<file path="src/rtl/io_responder_pkg.sv">
// mapache64 -- shared definitions for the IO responder block.
// Holds the CPU address type, the four IO register addresses, the controller
// button byte layout and the poll FSM state encoding.
// Ports: none (package).
package mapache64;

    typedef logic [15:0] address_t;

    localparam address_t IN_VBLANK_ADDR      = 16'h7000;
    localparam address_t CLR_VBLANK_IRQ_ADDR = 16'h7001;
    localparam address_t CONTROLLER_1_ADDR   = 16'h7002;
    localparam address_t CONTROLLER_2_ADDR   = 16'h7003;

    // Bit 0 is the first button shifted out of the pad after the latch.
    typedef struct packed {
        logic right;
        logic left;
        logic down;
        logic up;
        logic start;
        logic select;
        logic b;
        logic a;
    } controller_state_t;

    typedef enum logic [2:0] {
        POLL_IDLE,
        POLL_LATCH,
        POLL_LOW,
        POLL_HIGH,
        POLL_COMMIT
    } poll_state_t;

    // The four IO registers occupy one aligned 4-byte block.
    function automatic logic is_io_addr(input address_t addr);
        return addr[15:2] == IN_VBLANK_ADDR[15:2];
    endfunction

endpackage

</file>
<file path="src/rtl/io_responder_if.sv">
// io_responder_if -- CPU bus seen by the IO responder.
// Signals: cpu_address_i (address), cpu_strobe_i (access completes this edge),
// cpu_rwb_i (1 = read), cpu_data_o (read data), cpu_data_oe_o (bus drive).
// Modports: master = CPU side, slave = IO responder side.
interface io_responder_if;
    import mapache64::*;

    address_t   cpu_address_i;
    logic       cpu_strobe_i;
    logic       cpu_rwb_i;
    logic [7:0] cpu_data_o;
    logic       cpu_data_oe_o;

    modport master (
        output cpu_address_i, cpu_strobe_i, cpu_rwb_i,
        input  cpu_data_o, cpu_data_oe_o
    );

    modport slave (
        input  cpu_address_i, cpu_strobe_i, cpu_rwb_i,
        output cpu_data_o, cpu_data_oe_o
    );
endinterface

</file>
<file path="src/rtl/io_responder_controller_poller.sv">
// controller_poller -- serial game-pad poll sequencer.
// After start_i it pulses the shared latch, clocks eight bits out of each pad,
// samples the (active-low) data lines and publishes both bytes atomically.
// Ports: clk_i, rst_ni (sync, active-low), start_i (begin poll when idle),
//        ctrl_1_data_i / ctrl_2_data_i (serial pad data), ctrl_latch_o,
//        ctrl_clk_o, ctrl_1_state_o / ctrl_2_state_o (committed bytes).
// Macro IO_RESPONDER_CONTROLLER_2_EN adds the controller 2 input and path;
// without it controller 2 reads as all-released.
//
// state  | meaning
// IDLE   | waiting for start_i
// LATCH  | latch high for 2*CTRL_HALF_PERIOD cycles
// LOW    | pad clock low; last cycle samples bit n
// HIGH   | pad clock high, advancing the pads to the next bit
// COMMIT | copy shift registers to the committed bytes
module controller_poller
    import mapache64::*;
#(
    parameter int unsigned CTRL_HALF_PERIOD = 4
) (
    input  logic              clk_i,
    input  logic              rst_ni,
    input  logic              start_i,
    input  logic              ctrl_1_data_i,
`ifdef IO_RESPONDER_CONTROLLER_2_EN
    input  logic              ctrl_2_data_i,
`endif
    output logic              ctrl_latch_o,
    output logic              ctrl_clk_o,
    output controller_state_t ctrl_1_state_o,
    output controller_state_t ctrl_2_state_o
);

    localparam logic [8:0] LATCH_LOAD = 9'(2 * CTRL_HALF_PERIOD - 1);
    localparam logic [8:0] HALF_LOAD  = 9'(CTRL_HALF_PERIOD - 1);

    poll_state_t       state_q, state_d;
    logic [8:0]        cnt_q, cnt_d;
    logic [2:0]        bit_q, bit_d;
    controller_state_t shift_1_q, shift_1_d;
    controller_state_t commit_1_q, commit_1_d;
`ifdef IO_RESPONDER_CONTROLLER_2_EN
    controller_state_t shift_2_q, shift_2_d;
    controller_state_t commit_2_q, commit_2_d;
`endif

    always_ff @(posedge clk_i) begin
        if (!rst_ni) begin
            state_q    <= POLL_IDLE;
            cnt_q      <= '0;
            bit_q      <= '0;
            shift_1_q  <= '0;
            commit_1_q <= '0;
`ifdef IO_RESPONDER_CONTROLLER_2_EN
            shift_2_q  <= '0;
            commit_2_q <= '0;
`endif
        end else begin
            state_q    <= state_d;
            cnt_q      <= cnt_d;
            bit_q      <= bit_d;
            shift_1_q  <= shift_1_d;
            commit_1_q <= commit_1_d;
`ifdef IO_RESPONDER_CONTROLLER_2_EN
            shift_2_q  <= shift_2_d;
            commit_2_q <= commit_2_d;
`endif
        end
    end

    always_comb begin
        state_d    = state_q;
        cnt_d      = cnt_q;
        bit_d      = bit_q;
        shift_1_d  = shift_1_q;
        commit_1_d = commit_1_q;
`ifdef IO_RESPONDER_CONTROLLER_2_EN
        shift_2_d  = shift_2_q;
        commit_2_d = commit_2_q;
`endif
        case (state_q)
            POLL_IDLE: begin
                if (start_i) begin
                    state_d = POLL_LATCH;
                    cnt_d   = LATCH_LOAD;
                    bit_d   = '0;
                end
            end
            POLL_LATCH: begin
                if (cnt_q == '0) begin
                    state_d = POLL_LOW;
                    cnt_d   = HALF_LOAD;
                end else begin
                    cnt_d = cnt_q - 9'd1;
                end
            end
            POLL_LOW: begin
                if (cnt_q == '0) begin
                    shift_1_d[bit_q] = ~ctrl_1_data_i;
`ifdef IO_RESPONDER_CONTROLLER_2_EN
                    shift_2_d[bit_q] = ~ctrl_2_data_i;
`endif
                    bit_d   = bit_q + 3'd1;
                    cnt_d   = HALF_LOAD;
                    // No trailing clock pulse after the last bit.
                    state_d = (bit_q == 3'd7) ? POLL_COMMIT : POLL_HIGH;
                end else begin
                    cnt_d = cnt_q - 9'd1;
                end
            end
            POLL_HIGH: begin
                if (cnt_q == '0) begin
                    state_d = POLL_LOW;
                    cnt_d   = HALF_LOAD;
                end else begin
                    cnt_d = cnt_q - 9'd1;
                end
            end
            POLL_COMMIT: begin
                commit_1_d = shift_1_q;
`ifdef IO_RESPONDER_CONTROLLER_2_EN
                commit_2_d = shift_2_q;
`endif
                state_d    = POLL_IDLE;
            end
            default: state_d = POLL_IDLE;
        endcase
    end

    assign ctrl_latch_o   = (state_q == POLL_LATCH);
    assign ctrl_clk_o     = (state_q == POLL_HIGH);
    assign ctrl_1_state_o = commit_1_q;
`ifdef IO_RESPONDER_CONTROLLER_2_EN
    assign ctrl_2_state_o = commit_2_q;
`else
    assign ctrl_2_state_o = '0;
`endif

endmodule

</file>
<file path="src/rtl/io_responder.sv">
// io_responder -- memory-mapped IO block at 0x7000..0x7003.
// Decodes the CPU bus, serves zero-latency reads (vblank level, IRQ clear,
// two controller bytes), keeps the vblank IRQ flag and starts a controller
// poll at every vblank.
// Ports: clk_i, rst_ni (sync, active-low), bus (io_responder_if.slave),
//        vblank_start_i, vblank_active_i, cpu_irqb_o (active-low IRQ),
//        ctrl_latch_o, ctrl_clk_o, ctrl_1_data_i, ctrl_2_data_i.
// Macro IO_RESPONDER_CONTROLLER_2_EN enables the controller 2 path; without
// it ctrl_2_data_i is ignored and 0x7003 reads 0x00.
module io_responder
    import mapache64::*;
#(
    parameter int unsigned CTRL_HALF_PERIOD = 4
) (
    input  logic           clk_i,
    input  logic           rst_ni,
    io_responder_if.slave  bus,
    input  logic           vblank_start_i,
    input  logic           vblank_active_i,
    output logic           cpu_irqb_o,
    output logic           ctrl_latch_o,
    output logic           ctrl_clk_o,
    input  logic           ctrl_1_data_i,
    input  logic           ctrl_2_data_i
);

    controller_state_t ctrl_1_state, ctrl_2_state;
    logic              irq_flag_q;

    controller_poller #(
        .CTRL_HALF_PERIOD(CTRL_HALF_PERIOD)
    ) u_poller (
        .clk_i          (clk_i),
        .rst_ni         (rst_ni),
        .start_i        (vblank_start_i),
        .ctrl_1_data_i  (ctrl_1_data_i),
`ifdef IO_RESPONDER_CONTROLLER_2_EN
        .ctrl_2_data_i  (ctrl_2_data_i),
`endif
        .ctrl_latch_o   (ctrl_latch_o),
        .ctrl_clk_o     (ctrl_clk_o),
        .ctrl_1_state_o (ctrl_1_state),
        .ctrl_2_state_o (ctrl_2_state)
    );

`ifndef IO_RESPONDER_CONTROLLER_2_EN
    logic unused_ctrl_2;
    assign unused_ctrl_2 = ctrl_2_data_i;
`endif

    // A new vblank outranks a clear in the same cycle so no IRQ is lost.
    always_ff @(posedge clk_i) begin
        if (!rst_ni) begin
            irq_flag_q <= 1'b0;
        end else if (vblank_start_i) begin
            irq_flag_q <= 1'b1;
        end else if (bus.cpu_strobe_i && (bus.cpu_address_i == CLR_VBLANK_IRQ_ADDR)) begin
            irq_flag_q <= 1'b0;
        end
    end

    assign cpu_irqb_o = ~irq_flag_q;

    always_comb begin
        bus.cpu_data_oe_o = bus.cpu_rwb_i && is_io_addr(bus.cpu_address_i);
        bus.cpu_data_o    = 8'h00;
        if (bus.cpu_data_oe_o) begin
            case (bus.cpu_address_i[1:0])
                2'd0:    bus.cpu_data_o = {7'b0, vblank_active_i};
                2'd2:    bus.cpu_data_o = ctrl_1_state;
                2'd3:    bus.cpu_data_o = ctrl_2_state;
                default: bus.cpu_data_o = 8'h00;
            endcase
        end
    end

endmodule

</file>
<file path="src/flat_wrapper.sv">
// flat-port wrapper written by rule: the top's interface ports become plain ports
module io_responder_flat import mapache64::*;
#(
    parameter int unsigned CTRL_HALF_PERIOD = 4
)
  (clk_i, rst_ni, vblank_start_i, vblank_active_i, cpu_irqb_o, ctrl_latch_o, ctrl_clk_o, ctrl_1_data_i, ctrl_2_data_i, bus_cpu_address_i, bus_cpu_strobe_i, bus_cpu_rwb_i, bus_cpu_data_o, bus_cpu_data_oe_o);
  io_responder_if bus_i ();
  input  logic clk_i;
  input  logic rst_ni;
  input  logic vblank_start_i;
  input  logic vblank_active_i;
  output logic cpu_irqb_o;
  output logic ctrl_latch_o;
  output logic ctrl_clk_o;
  input  logic ctrl_1_data_i;
  input  logic ctrl_2_data_i;
  input wire logic [$bits(bus_i.cpu_address_i)-1:0] bus_cpu_address_i;
  input wire logic [$bits(bus_i.cpu_strobe_i)-1:0] bus_cpu_strobe_i;
  input wire logic [$bits(bus_i.cpu_rwb_i)-1:0] bus_cpu_rwb_i;
  output wire logic [$bits(bus_i.cpu_data_o)-1:0] bus_cpu_data_o;
  output wire logic [$bits(bus_i.cpu_data_oe_o)-1:0] bus_cpu_data_oe_o;
  assign bus_i.cpu_address_i = bus_cpu_address_i;
  assign bus_i.cpu_strobe_i = bus_cpu_strobe_i;
  assign bus_i.cpu_rwb_i = bus_cpu_rwb_i;
  assign bus_cpu_data_o = bus_i.cpu_data_o;
  assign bus_cpu_data_oe_o = bus_i.cpu_data_oe_o;
  io_responder #(.CTRL_HALF_PERIOD(CTRL_HALF_PERIOD)) u_core (.clk_i(clk_i), .rst_ni(rst_ni), .bus(bus_i), .vblank_start_i(vblank_start_i), .vblank_active_i(vblank_active_i), .cpu_irqb_o(cpu_irqb_o), .ctrl_latch_o(ctrl_latch_o), .ctrl_clk_o(ctrl_clk_o), .ctrl_1_data_i(ctrl_1_data_i), .ctrl_2_data_i(ctrl_2_data_i));
endmodule
</file>
<file path="config.mk">
export PLATFORM = sky130hd
export DESIGN_NAME = io_responder_flat
export DESIGN_NICKNAME = d
export VERILOG_FILES = /design/src/rtl/io_responder_pkg.sv /design/src/rtl/io_responder_if.sv /design/src/rtl/io_responder_controller_poller.sv /design/src/rtl/io_responder.sv /design/src/flat_wrapper.sv
export SDC_FILE = /design/constraint.sdc
export NUM_CORES = 1
export LEC_CHECK = 0
export BUFFER_PORTS_ARGS = -buffer_cell sky130_fd_sc_hd__buf_2
export CORE_ASPECT_RATIO = 1.5
export CORE_MARGIN = 8
export CORE_UTILIZATION = 48
export DETAILED_ROUTE_END_ITERATION = 10
export PLACE_DENSITY = 0.72
export SYNTH_ARGS = -nofsm -noshare
export SYNTH_HDL_FRONTEND = slang
export SYNTH_SLANG_ARGS = --single-unit
</file>
<file path="constraint.sdc">
create_clock -name clk_i -period 6.1 [get_ports clk_i]
set_input_delay 1.525 -clock clk_i [delete_from_list [all_inputs] [get_ports clk_i]]
set_output_delay 1.525 -clock clk_i [all_outputs]
set_load 0.03 [all_outputs]
</file>
=== Word level (Yosys, flattened, before mapping) ===
Cells that the tools add are included.
W data, S select, Z words.

* Add/subtract/negate cells: 2
* $lt $le $gt $ge: 2
* Equal/unequal tests: 11
* Reductions and logical operators: 15
* Mux-type cells: 18
* Bitwise logic cells: 2

{| class="wikitable"
|+ Operator list
! operator !! number
|-
| $mux W3 || 6
|-
| $mux W9 || 2
|-
| $pmux W9 S2 || 1
|-
| $eq A16 B15 Y1 const B || 1
|-
| $pmux W8 S2 || 1
|-
| $eq A14 B13 Y1 const B || 1
|-
| $logic_not A9 Y1 || 1
|-
| $pmux W3 S3 || 1
|-
| $sub A9 B1 Y9 const B || 1
|-
| $bwmux W8 || 1
|-
| $mux W8 || 1
|-
| $eq A3 B2 Y1 const B || 2
|-
| $eq A3 B3 Y1 const B || 2
|-
| $pmux W3 S2 || 1
|-
| $reduce_and A3 Y1 || 2
|-
| $reduce_bool A2 Y1 || 3
|-
| $lt A3 B4 Y1 const B || 1
|-
| $ne A2 B2 Y1 const B || 2
|-
| $reduce_and A2 Y1 || 2
|-
| $add A3 B1 Y3 const B || 1
|-
| $demux W1 S3 || 1
|-
| $eq A3 B1 Y1 const B || 1
|-
| $ge A3 B1 Y1 const B || 1
|-
| $logic_and A1 B1 Y1 || 3
|-
| 8 further kinds || 11
|}

* Flip-flop bits (word level): 32
* Bits of input ports: 24
* Output and inout port bits: 12

=== Depth between registers and ports, before layout ===
Gate-level depths: netlist (run 1).

* Word-level depth: 5
* Gate-level depth with buffers: 7
* Gate-level depth less buffers: 6

=== Hierarchy ===
Synthesis (run 1) repeated with hierarchy kept, for this count alone.

* Cells, all modules: 221
* Area total of the unflattened synthesis: 1,818.0 um^2

{| class="wikitable"
|+ By module, submodules not included
! module !! area an instance (um^2) !! cells an instance !! instances
|-
| controller_poller || 1,536.5 || 190 || 1
|-
| io_responder || 281.5 || 31 || 1
|}

=== Least setup slack after synthesis (run 1) ===
Ideal clock, no wire load.

* Path kind: input to output
* Start point: input port bus_cpu_address_i[6]
* End point: output port bus_cpu_data_o[0]
* Required time: 4.575 ns
* Cell stages on the path: 3
* Slack: 1.610 ns
* Arrival time: 2.965 ns
* Buffers on the path: 0
* Cells stage by stage: nor4b_1 > nand4_1 > nor4_1

* Cells in the longest elaborated chain, start to end: 3

{| class="wikitable"
|+ Ends and longest elaborated chain
! element !! RTL line !! text
|-
| start: declaration || flat_wrapper.sv:17 || <nowiki>input wire logic [$bits(bus_i.cpu_address_i)-1:0] bus_cpu_address_i;</nowiki>
|-
| $eq A14 B13 Y1 || io_responder_pkg.sv:36 || <nowiki>return addr[15:2] == IN_VBLANK_ADDR[15:2];</nowiki>
|-
| $logic_and A1 B1 Y1 || io_responder.sv:65 || <nowiki>bus.cpu_data_oe_o = bus.cpu_rwb_i && is_io_addr(bus.cpu_address_i);</nowiki>
|-
| $mux W8 || io_responder.sv:67 || <nowiki>if (bus.cpu_data_oe_o) begin</nowiki>
|-
| end: declaration || flat_wrapper.sv:20 || <nowiki>output wire logic [$bits(bus_i.cpu_data_o)-1:0] bus_cpu_data_o;</nowiki>
|}

Every way passes these cells.

=== Final worst setup path (run 1) ===
* Start point: input port bus_cpu_address_i[6]
* End point: output port bus_cpu_data_o[1]

The elaborated chain is that of the path after synthesis.

==> flow_summary.json, run 1 <==
{
  "status": "finished, final reports clean",
  "leakage_nw": 0.7526,
  "chipWidth_um": 63.50,
  "hp-class": "register to register",
  "number_of_global_route_vias_before_repair": 1386,
  "ioPinCount": 36,
  "grt_first_pass_wirelength_mm": 6.147,
  "initial_core_util_pct": 48.94,
  "insertedDiodeCount": 0,
  "synth_fp_nets": 214,
  "worstReg2RegEnd": "u_core.u_poller.shift_1_q[6]",
  "timing.final.setup_violations": 0,
  "netSwitchingFraction_pct": 30.00,
  "unique_masters_post_synth": 39,
  "synth_seq_area_share_pct": 39.45,
  "area_growth_syn_to_layout_pct": 18.95,
  "timing.fmax_ghz": 0.2085,
  "initial_antenna_violation_count": 0,
  "hold-path-endpoint": "u_core.u_poller.ctrl_1_state_o[5]",
  "synth_seq_cells": 32,
  "num_vias": 1396,
  "netSwitchingPower_mw": 0.1854,
  "detail-route-antenna-nets": 0,
  "cp.arrival_ps": 3270,
  "power_density_nw_per_um2": 319.9,
  "critical_path_cell_by_cell": "buf_2 -> nor4b_1 -> nand4_1 -> nor4b_1 -> and2_1 -> buf_2",
  "tritoncts_sink_count": 32,
  "post_cts_buffers": 0,
  "synth_enable_flop_cells": 0,
  "rr_worst_depth": 4,
  "synth_ff_type": "dfxtp_1",
  "place.port_buffers": 34,
  "min_delay_path_depth": 2,
  "final_hold_viol_count": 0,
  "core_area_um2": 3318,
  "rows": 26,
  "timing.reg2reg.setup_slack_ps": 3960,
  "root_buffer": "clkbuf_8",
  "drtPass1Iterations": 4,
  "clock_latency_ps": 280,
  "die_height_um": 87.24,
  "post-route-period-util_pct": 78.64,
  "worst-setup-path-type": "input port to primary output",
  "async_flop_share_pct": 0,
  "final_cell_mix": "34 x buf_2, 32 x dfxtp_1, 30 x nand2_1",
  "slowest_delay_ps": 720,
  "top_cells_by_area_in_the_synthesized_netlist": "dfxtp_1 39%, nand2_1 6.9%, nor4_2 5.4%",
  "worstSetupEndpointType": "primary output",
  "grt_start_max_net_pins": 20,
  "finalSetupTns_ps": 0,
  "max_slew.worst_pin.slew_ps": 937.8,
  "finish.net_count": 246,
  "synth_area_per_cell_um2": 8.685,
  "cts_made_buffers": 5,
  "power_frac_comb_pct": 24.6,
  "timing.clock.skew_ps": 5.636,
  "tritoncts": "built",
  "layout_commonest_cell": "buf_2",
  "peakVddDrop_mv": 0.2115,
  "maxSlewHeadroom_pct": 37.00,
  "cpMaxStageDelayCell": "nor4b_1",
  "rsz0062_at_grt": "no",
  "reg2reg_from": "u_core.u_poller.cnt_q[2]",
  "ctsLongestPathBuffers": 2,
  "cts_repair_resize_count": 0,
  "cts_hold_bufs": 0,
  "synth_area_um2": 1624,
  "final_layout_size_suffix_gt1_share_pct": 25.00,
  "final-max-slew-violation-count": 0,
  "worst_setup_hold_path_clk_slew_ps": 60,
  "die_outline_area_um2": 5539,
  "wl_per_cell_um": 13.06,
  "drv_cap": 0,
  "drcViolationCount": 0,
  "worstPathMaxFanout": 7,
  "holdCritStartpoint": "u_core.u_poller.ctrl_1_state_o[5]",
  "detailedRoute.firstIterationViolations": 32,
  "required_ps": 4580,
  "timing.hold.ws_ps": 449.5,
  "wl_mm": 3.422,
  "globalRouteOverflowTotal": 0,
  "gr-usage-all-layers_pct": 13.76,
  "cts_htree_levels": 2,
  "synth.top_cell.area_share_pct": 39.45,
  "p_clk_share_pct": 35.7,
  "worstSetupStartpointType": "input port",
  "synth_area_leader_cell": "dfxtp_1",
  "hpwl_mm": 2.601,
  "post_drt_via_cell_ratio": 5.328,
  "yosys_warnings": 0,
  "place_congestion": 0.7734,
  "postSynthCellCount": 187,
  "power_report.internal_total_mw": 0.4325,
  "finalCriticalPeriod_ps": 4797,
  "part_of_the_total_power_dissipated_in_sequential_elements_pct": 39.7
}
-- metal layers --
metal	track usage (%)	part of all wire, %	vias up
met5	0	0	-
met4	5.906	1.7	0
met3	6.572	8.2	6
met2	25.28	50	32
met1	12.51	40	630
li1	-	-	728
-- cell usage after synthesis, types with 5 or more instances --
cell and number:
a21oi_1 13, nor3_1 9, and2_1 7, or3_1 6, clkbuf_1 7, nor2_1 11
nor4_2 7, nand2b_1 5, xnor2_1 5, nand2_1 30, dfxtp_1 32, inv_1 7
mux2i_1 8
-- per-stage QoR --
stage,setup WS (ps),util (%),power [mW],cells,instance area (µm²)
2_1_floorplan,1610,-,0.3766,187,1624
3_3_place_gp,1233,54.41,0.3997,254,1805
3_5_place_dp,1208,54.41,0.4017,254,1805
4_1_cts,1208,58.22,0.6235,262,1932
5_1_grt,926.1,58.22,0.6562,262,1932
6_report,1303,58.22,0.6180,262,1932
-- worst max-delay path by stage --
stage                    startpoint                 to  slack [ps]  cells past startpoint
2_1_floorplan  bus_cpu_address_i[6]  bus_cpu_data_o[0]        1610                      3
3_3_place_gp   bus_cpu_address_i[6]  bus_cpu_data_o[1]        1230                      6
3_5_place_dp   bus_cpu_address_i[6]  bus_cpu_data_o[1]        1210                      6
4_1_cts        bus_cpu_address_i[6]  bus_cpu_data_o[1]        1210                      6
5_1_grt        bus_cpu_address_i[6]  bus_cpu_data_o[4]         930                      6
6_report       bus_cpu_address_i[6]  bus_cpu_data_o[1]        1300                      6
-- cell type report --
cell class                      count  area (µm²)
Clock buffer                        7       96.34
Inverter                            7       26.28
Multi-Input combinational cell    139       915.9
Fill cell                         339        1386
Sequential cell                    32       640.6
Timing Repair Buffer               34       170.2
Tap cell                           42       52.55
Clock inverter                      1       30.03
-- flip-flops by register name (all words and copies together) (netlist names) --
| register | count |
|---|---|
| u_core.irq_flag_q | 1 |
| u_core.u_poller.bit_q | 3 |
| u_core.u_poller.cnt_q | 9 |
| u_core.u_poller.ctrl_1_state_o | 8 |
| u_core.u_poller.shift_1_q | 8 |
| u_core.u_poller.state_q | 3 |
-- power by group through the flow --
stage               sequential (mW)  clock [mW]  combinational [mW]
CTS                           0.245       0.225               0.153
global placement              0.249           0               0.151
floorplan                     0.241           0               0.136
global route                  0.248       0.235               0.173
finish                        0.245       0.221               0.152
detailed placement            0.250           0               0.152
-- worst max-delay path, delay by kind of cell --
kind | cells | cell delay [ps]
buffers and inverters | 2 | 280
AND/OR/NAND/NOR | 4 | 1460
-- cells by family (layout without fill, tap and decap cells) --
| kind of cell | Yosys count | in the layout | synth area share, % |
|---|---|---|---|
| AO/OA/AOI/OAI | 28 | 28 | 12.10 |
| multiplexers | 9 | 9 | 5.624 |
| buffers and inverters | 16 | 49 | 4.161 |
| AND/OR/NAND/NOR | 94 | 94 | 33.67 |
| XOR/XNOR | 5 | 5 | 2.696 |
| adder cells (fa/ha/maj) | 3 | 3 | 2.311 |
| flip-flops | 32 | 32 | 39.45 |
Note: power is estimated with default switching activity, not from simulation.
==> inputs of run 2 (changes only) <==
PLACE_DENSITY = 0.75   (was 0.72)
clock period = 3.87 ns   (was 6.1 ns; I/O delays follow)
==> run 2 against run 1 <==
Register-to-register slack got worse by 2300 ps. Clock power increased by 17%. Sequential share of layout area increased by 0.50 points. Critical path depth increased by 1. Power increased by 44%. Via count increased by 2.9%. Core utilization decreased by 0.87 points. Combinational power increased by 60%. Die area unchanged. Wire length decreased by 0.56%. Worst hold slack got worse by 2.3 ps. Non-clock buffer count increased by 1. Critical path type unchanged. Highest routed layer unchanged.
==> flow_summary.json, run 2 (synthesis gave the netlist of run 1 again) <==
{
  "layout_commonest_cell": "buf_2",
  "final_cell_mix": "34 x buf_2, 32 x dfxtp_1, 30 x nand2_1",
  "post-route-period-util_pct": 87.85,
  "timing.clock.skew_ps": 3.895,
  "num_vias": 1437,
  "postLayoutCoreUtil_pct": 57.35,
  "peakVddDrop_mv": 0.3114,
  "hp-class": "register to register",
  "detail-route-antenna-nets": 0,
  "ctsLongestPathBuffers": 2,
  "hpwl_mm": 2.671,
  "cp.arrival_ps": 2430,
  "chipWidth_um": 63.50,
  "top_register": "u_core.u_poller.cnt_q",
  "power_density_nw_per_um2": 466.8,
  "grt_use_met2_pct": 23.61,
  "grt_start_max_net_pins": 20,
  "worstSetupEndpointType": "primary output",
  "finalCriticalPeriod_ps": 3400,
  "detailedRoute.firstIterationViolations": 70,
  "rows": 26,
  "globalRouteOverflowTotal": 0,
  "number_of_global_route_vias_before_repair": 1366,
  "cts_hold_bufs": 0,
  "place.port_buffers": 34,
  "clock_latency_ps": 280,
  "required_ps": 2900,
  "worstReg2RegEnd": "u_core.u_poller.shift_1_q[5]",
  "cp_capture_point": "bus_cpu_data_o[2]",
  "drv_cap": 0,
  "timing.fmax_ghz": 0.2941,
  "worstPathMaxFanout": 7,
  "tritoncts_sink_count": 32,
  "ioPinCount": 36,
  "place_congestion": 0.8048,
  "worstSetupStartpointType": "input port",
  "initial_antenna_violation_count": 0,
  "reg2reg_from": "u_core.u_poller.cnt_q[2]",
  "worst_setup_hold_path_clk_slew_ps": 60,
  "max_slew.worst_pin.slew_ps": 853.3,
  "final-max-slew-violation-count": 0,
  "grt_busiest_layer": "met2",
  "finalPower_mw": 0.8883,
  "worstSetupStartpoint": "bus_cpu_address_i[6]",
  "post_cts_buffers": 0,
  "die_outline_area_um2": 5539,
  "wl_per_cell_um": 12.94,
  "die_height_um": 87.24,
  "post_drt_via_cell_ratio": 5.464,
  "tritoncts": "built",
  "final_layout_size_suffix_gt1_share_pct": 24.43,
  "worst-setup-path-type": "input port to primary output",
  "timing.reg2reg.setup_slack_ps": 1700,
  "status": "finished, final reports clean",
  "grt_first_pass_wirelength_mm": 5.809,
  "timing.final.setup_violations": 0,
  "finish.net_count": 247,
  "rsz0062_at_grt": "no",
  "initial_core_util_pct": 48.94,
  "cts_made_buffers": 5,
  "final_hold_viol_count": 0,
  "area_growth_syn_to_layout_pct": 17.18,
  "drcViolationCount": 0,
  "finalSetupTns_ps": 0,
  "cts_htree_levels": 2,
  "root_buffer": "clkbuf_8",
  "wl_mm": 3.403,
  "largest_register_ffs": 9,
  "fillers": 328,
  "insertedDiodeCount": 0,
  "rr_worst_depth": 4,
  "drtPass1Iterations": 5,
  "met3_usage_pct": 6.572,
  "placement.cell_area_um2": 1813,
  "maxSlewHeadroom_pct": 42.67,
  "cts_repair_resize_count": 0,
  "gr-usage-all-layers_pct": 12.90,
  "core_area_um2": 3318,
  "leakage_nw": 0.7391,
  "met1_usage_pct": 11.27,
  "final_design_area_no_fill_um2": 1903
}
==> run 2: cell count changes in the layout (fill, tap and decap cells not counted) <==
cell       previous run  this run
buf_4                 0         1
bufinv_16             1         0
clkbuf_1              0         2
clkbuf_8              7         6
==> run 2: worst min-delay path by stage <==
stage	end	cells past startpoint	startpoint	slack, ps
2_1_floorplan	u_core.u_poller.ctrl_1_state_o[1]	2	u_core.u_poller.ctrl_1_state_o[1]	430
3_3_place_gp	u_core.u_poller.ctrl_1_state_o[7]	2	u_core.u_poller.ctrl_1_state_o[7]	440
3_5_place_dp	u_core.u_poller.ctrl_1_state_o[4]	2	u_core.u_poller.shift_1_q[4]	440
4_1_cts	u_core.u_poller.ctrl_1_state_o[4]	2	u_core.u_poller.shift_1_q[4]	450
5_1_grt	u_core.u_poller.ctrl_1_state_o[3]	2	u_core.u_poller.shift_1_q[3]	460
6_report	u_core.u_poller.ctrl_1_state_o[1]	2	u_core.u_poller.ctrl_1_state_o[1]	450
==> run 2: worst max-delay path, stage by stage <==
cell     delay [ps]
buf_2            90
nor4b_1         300
nand4_1         220
nor4b_1         360
buf_4           190
and2_1          120
buf_2           190
==> run 2: through the flow <==
stage	hold WS (ps)	setup slack, ps	std cells
2_1_floorplan	431.7	495.2	187
3_3_place_gp	438.1	455.1	255
3_5_place_dp	442.6	415.5	255
4_1_cts	451.6	406.3	263
5_1_grt	462.3	223.3	263
6_report	447.2	470.3	263
==> run 2: area by class of cell <==
cell class	instances	area, µm²	share of cell area [%]
Clock buffer	8	90.09	4.734
Inverter	7	26.28	1.381
Multi-Input combinational cell	139	915.9	48.13
Sequential cell	32	640.6	33.66
Tap cell	42	52.55	2.761
Timing Repair Buffer	35	177.7	9.336
==> run 2: per-layer routing <==
metal | up-vias | routed length [µm]
met5 | - | 0
met4 | 0 | 65
met3 | 7 | 284
met2 | 42 | 1753
met1 | 655 | 1301
li1 | 733 | -
==> run 2: where the power goes <==
group	internal, mW	switching, mW	leakage, nW	total, mW
Clock	0.145	0.114	0.0455	0.259
Combinational	0.0999	0.143	0.434	0.243
Sequential	0.355	0.0312	0.260	0.387
